### src/rtl/audio_play_engine.sv
// audio_play_engine: plays a memory range [START_ADDR, select) to the DAC through a prefetch FIFO
module audio_play_engine #(
    parameter int                ADDR_W     = 23,
    parameter logic [ADDR_W-1:0] START_ADDR = '0,
    parameter int                FIFO_DEPTH = 4
) (
    input  logic              i_clk,
    input  logic              i_rst_n,
    input  logic              i_play_start,
    input  logic [ADDR_W-1:0] i_play_select,
    input  logic              i_play_pause,
    input  logic              i_play_stop,
    output logic              o_play_done,
    output logic              o_busy,
    output logic [ADDR_W-1:0] o_mem_addr,
    output logic              o_mem_read,
    input  logic              i_mem_waitrequest,
    input  logic [15:0]       i_mem_readdata,
    input  logic              i_mem_readdatavalid,
    output logic [15:0]       o_sample,
    output logic              o_sample_valid,
    input  logic              i_sample_ready
);
    localparam int PW = $clog2(FIFO_DEPTH);

    typedef enum logic [1:0] {IDLE, RUN, DRAIN, DONE} state_t;

    state_t            r_state, w_next;
    logic              r_start_d, r_outstanding, r_stall;
    logic [ADDR_W-1:0] r_end_addr, r_rd_addr;
    logic [15:0]       r_fifo [FIFO_DEPTH];
    logic [PW-1:0]     r_wptr, r_rptr;
    logic [PW:0]       r_count;
    logic              w_start_edge, w_run, w_more, w_empty, w_accept, w_push, w_pop, w_flush;

    assign w_start_edge = i_play_start & ~r_start_d;
    assign w_run        = r_state == RUN;
    assign w_more       = r_rd_addr < r_end_addr;
    assign w_empty      = r_count == '0;
    assign w_accept     = o_mem_read & ~i_mem_waitrequest;
    assign w_push       = w_run & ~i_play_stop & r_outstanding & i_mem_readdatavalid;
    assign w_pop        = o_sample_valid & i_sample_ready;
    assign w_flush      = w_run & i_play_stop;

    // state register
    always_ff @(posedge i_clk or negedge i_rst_n)
        if (!i_rst_n) r_state <= IDLE;
        else          r_state <= w_next;

    // next state: stop beats completion; a response arriving with stop needs no drain
    always_comb begin
        w_next = r_state;
        case (r_state)
            IDLE:    if (w_start_edge) w_next = RUN;
            RUN: begin
                if (i_play_stop) w_next = (r_outstanding & ~i_mem_readdatavalid) ? DRAIN : DONE;
                else if (!w_more && !r_outstanding && w_empty) w_next = DONE;
            end
            DRAIN:   if (i_mem_readdatavalid) w_next = DONE;
            DONE:    w_next = IDLE;
            default: w_next = IDLE;
        endcase
    end

    // outputs: a stalled request is held through pause, withdrawn only by stop
    always_comb begin
        o_busy         = w_run | (r_state == DRAIN);
        o_play_done    = r_state == DONE;
        o_mem_read     = w_run & ~i_play_stop & (r_stall | (w_more & ~r_outstanding & ~r_count[PW] & ~i_play_pause));
        o_mem_addr     = r_rd_addr;
        o_sample_valid = w_run & ~i_play_stop & ~i_play_pause & ~w_empty;
        o_sample       = w_empty ? '0 : r_fifo[r_rptr];
    end

    // start edge detect, playback range and read handshake tracking
    always_ff @(posedge i_clk or negedge i_rst_n)
        if (!i_rst_n) begin
            r_start_d     <= 1'b0;
            r_end_addr    <= '0;
            r_rd_addr     <= '0;
            r_outstanding <= 1'b0;
            r_stall       <= 1'b0;
        end else begin
            r_start_d <= i_play_start;
            r_stall   <= o_mem_read & i_mem_waitrequest;
            if (r_state == IDLE && w_start_edge) begin
                r_end_addr <= i_play_select;
                r_rd_addr  <= START_ADDR;
            end else if (w_accept) r_rd_addr <= r_rd_addr + ADDR_W'(1);
            if (w_accept) r_outstanding <= 1'b1;
            else if (i_mem_readdatavalid) r_outstanding <= 1'b0;
        end

    // FIFO pointers and occupancy; stop empties it at once
    always_ff @(posedge i_clk or negedge i_rst_n)
        if (!i_rst_n) begin
            r_wptr  <= '0;
            r_rptr  <= '0;
            r_count <= '0;
        end else if (w_flush) begin
            r_wptr  <= '0;
            r_rptr  <= '0;
            r_count <= '0;
        end else begin
            if (w_push) r_wptr <= r_wptr + PW'(1);
            if (w_pop) r_rptr <= r_rptr + PW'(1);
            r_count <= r_count + (PW+1)'(w_push) - (PW+1)'(w_pop);
        end

    // FIFO sample storage
    always_ff @(posedge i_clk)
        if (w_push) r_fifo[r_wptr] <= i_mem_readdata;
endmodule

### config.mk
export PLATFORM = sky130hd
export DESIGN_NAME = audio_play_engine
export DESIGN_NICKNAME = d
export VERILOG_FILES = /design/src/rtl/audio_play_engine.sv
export SDC_FILE = /design/constraint.sdc
export NUM_CORES = 1
export LEC_CHECK = 0
export BUFFER_PORTS_ARGS = -buffer_cell sky130_fd_sc_hd__buf_2
export CORE_MARGIN = 1
export CORE_UTILIZATION = 61
export CTS_BUF_LIST = sky130_fd_sc_hd__clkbuf_16
export DETAILED_ROUTE_END_ITERATION = 12
export PLACE_DENSITY = 0.87
export SLEW_MARGIN = 20
export SYNTH_ARGS = -nofsm -noshare
export SYNTH_HDL_FRONTEND = slang
export SYNTH_SLANG_ARGS = --single-unit
export TNS_END_PERCENT = 10
### constraint.sdc
create_clock -name i_clk -period 4.03 [get_ports i_clk]
set_input_delay 0.2015 -clock i_clk [delete_from_list [all_inputs] [get_ports i_clk]]
set_output_delay 0.2015 -clock i_clk [all_outputs]
set_load 0.05 [all_outputs]
==> flow_summary.toml <==
[synth]
synth_cell_types = 47
yosys_most_used_dff = "edfxtp_1"
yosys.area_share.simple_pct = 13.1
synth_compound_area_share_pct = 9.84
synth_xor_area_share_pct = 0.754
synth_top_family_by_area = "simple AND/OR/NAND/NOR gates"
synth_seq_cells = 122
syn_avg_cell_area_um2 = 12.3
syn-instance-count = 472
synth-edff-count = 64
yosys-mux-area-fraction_pct = 6.64
async_flop_share_pct = 47.5
yosysWarnings = 0
synth_area_um2 = 5810
syn-num-nets = 553
synth_seq_area_share_pct = 58.1
synth_fa_ha_area_share_pct = 7.45

[detailed_routing]
drt-wirelength-per-cell_um = 18.1
vias_per_cell = 5.90
dr.pass1.iters = 4
drtAntennaViolNets = 0
num_vias = 4199
dr.first_iter.drc_count = 218
drc_errors = 0
routed_wl_um = 12900

[sta]
min_period_over_period_pct = 89.1
setup-violations-final = 0
max_freq_mhz = 278
report.final.hold_viol_count = 0
tightest_slew_ns = 0.848
maxSlewHeadroom_pct = 43.5
post-route-min-period_ns = 3.59
fin_setup_tns_ns = 0
clock_skew_ns = 0.00802
rsz0062_at_grt = "false"
drv_slew = 0

[clocking]
clock_latency_ns = 0.41
root_buffer = "clkbuf_16"
cts_tree = "done"
htree_levels = 4
cts_setup_buffers = 0
cts_sinks = 122
numCtsBuffers = 17
clk_path_buf_depth = 2
clk_pin_slew_ns = 0.06

[die]
pin_count = 90
rows = 35
die_w_um = 99.6
initial_core_util_pct = 62.9
core_area_um2 = 9240
die_h_um = 99.6
dieArea_um2 = 9920

[global_routing]
overflow = 0
gr-usage-all-layers_pct = 28.6
grt_max_degree = 59
antenna_found_initial = 0
grt_pass1_wl_um = 21200
grt_pass1_vias = 4306

[pwr]
p_leak_nw = 3.05
power.density_nw_per_um2 = 657
vdd.ir_drop.worst_mv = 0.351

[placement]
io_buffers = 89
place.gp.congestion = 0.815
dp.cells = 668
dp_hpwl_um = 8060

[layout]
final_cells = 712
final_core_util_pct = 76.7
drive_above_1_share_pct = 25.2
nNetsFinal = 651
fill_cells = 575
num_antenna_cells = 0
area_growth_syn_to_layout_pct = 22.1

[worst_setup_path]
required_ns = 3.83
crit_arrival_ns = 3.39
cp_max_fo = 37
criticalPathCategory = "reg2out"
end_kind = "output port"
crit_path_start_kind = "flip-flop"

[hold_path]
hold_class = "in2reg"

[run_status]
status = "complete, no violations"

[job]
maxCapViolations = 0
## logic make-up (layout without fill, tap and decap cells)
logic type / count (synthesis) / count (layout)
AND/OR/NAND/NOR: 144 / 144
flip-flops: 122 / 122
AO/OA/AOI/OAI: 89 / 89
buffers and inverters: 60 / 171
adder cells (fa/ha/maj): 34 / 34
multiplexers: 18 / 18
XOR/XNOR: 5 / 5
## path summary, 6_finish.rpt
check / start / depth (start not counted) / to / slack (ns)
setup / recovery: o_mem_addr[21] / 7 / o_mem_read / 0.44
hold / removal: i_play_select[3] / 3 / r_end_addr[3] / 0.006
min in group asynchronous: i_rst_n / 3 / r_end_addr[2] / 0.45
max in group asynchronous: i_rst_n / 3 / r_rptr[0] / 3.04
setup reg to reg: r_state[1] / 13 / r_count[2] / 0.88
hold reg to reg: r_end_addr[0] / 2 / r_end_addr[0] / 0.50
## cell usage in the layout, fill, tap and decap left out, types with 2 or more instances in the layout
cell type and n:
buf_2 89, edfxtp_1 64, dfrtp_1 57, nand2_1 43, inv_1 36, ha_1 33, o21ai_0 28, a21oi_1 24
nor2b_1 19, clkbuf_16 17, mux4_2 16, nor2_1 15, o31ai_1 15, or4_1 15, dlygate4sd3_1 12, nand4_1 11
nand3_1 11, and3_1 8, and2_1 8, a31oi_1 6, a41o_1 5, bufinv_16 4, nor3_1 3, xnor2_1 3
clkinv_4 3, clkinvlp_4 3, buf_4 3, nand2b_1 2, xor2_1 2, inv_6 2
## synthesized netlist by cell type (2+ instances only)
cell / n / share of area, %
mux4_2: 16 / 6.2
and2_1: 8 / 0.86
xnor2_1: 3 / 0.45
nand2_1: 43 / 2.8
inv_1: 35 / 2.3
dfrtp_1: 58 / 25
edfxtp_1: 64 / 33
nor2b_1: 19 / 2.0
xor2_1: 2 / 0.30
buf_2: 4 / 0.34
clkbuf_1: 18 / 1.2
a21oi_1: 24 / 2.1
ha_1: 33 / 7.1
nand2b_1: 2 / 0.22
nor2_1: 16 / 1.0
nand3_1: 11 / 0.95
nor3_1: 4 / 0.34
o21ai_0: 28 / 2.4
nand4_1: 11 / 1.2
and3_1: 8 / 0.86
buf_1: 2 / 0.13
a41o_1: 5 / 0.86
o31ai_1: 15 / 1.9
a31oi_1: 6 / 0.65
or4_1: 15 / 1.9
## registers in the layout (all words and copies together), names as in the netlist
signal / cells
o_mem_addr: 23
r_count: 3
r_end_addr: 23
r_fifo: 64
r_outstanding: 1
r_rptr: 2
r_stall: 1
r_start_d: 1
r_state: 2
r_wptr: 2
## worst max-delay path, cell delays in order, from the launching register on
cell	delay (ns)
dfrtp_1	0.42
ha_1	0.36
nand4_1	0.19
nor4_1	0.38
a22oi_1	0.21
a22oi_4	0.67
inv_1	0.42
buf_2	0.33
## layout make-up
class                           instances  area [µm²]  share of cell area (%)
Sequential cell                       122        3370                    47.6
Multi-Input combinational cell        290        2210                    31.2
Timing Repair Buffer                  104         588                    8.30
Clock buffer                           17         425                    6.00
Clock inverter                         15         199                    2.81
Tap cell                              129         161                    2.28
Inverter                               35         131                    1.85
## metrics by stage
step	setup WS [ns]	hold WS (ns)	instance area [µm²]	total power, mW
floorplan	0.257	-0.0941	5810	2.70
global placement	1.05	0.326	6340	2.99
detailed placement	0.948	0.328	6340	3.06
CTS	0.469	0.000422	7080	4.68
global route	0.211	0.000827	7090	4.88
finish	0.439	0.00560	7090	4.66
## power breakdown
part	leakage, nW	internal (mW)	switching, mW	total, mW
combinational	1.42	0.470	0.985	1.45
sequential	1.33	1.48	0.134	1.61
clock	0.299	1.03	0.560	1.59
total	3.05	2.98	1.68	4.66
## layer usage
layer / vias up / global-route usage (%) / routed length (µm)
li1: 1944 / - / -
met1: 2068 / 33.3 / 5020
met2: 159 / 51.1 / 6910
met3: 28 / 6.89 / 752
met4: 0 / 11.3 / 230
met5: - / 0 / 0
## what timing repair did
action,in CTS,in global routing
endpoints found under the setup margin,0,0
gates resized for setup,0,0
hold buffers,11,1
hold endpoints to repair,71,1
(Power assumes the default switching activity.)
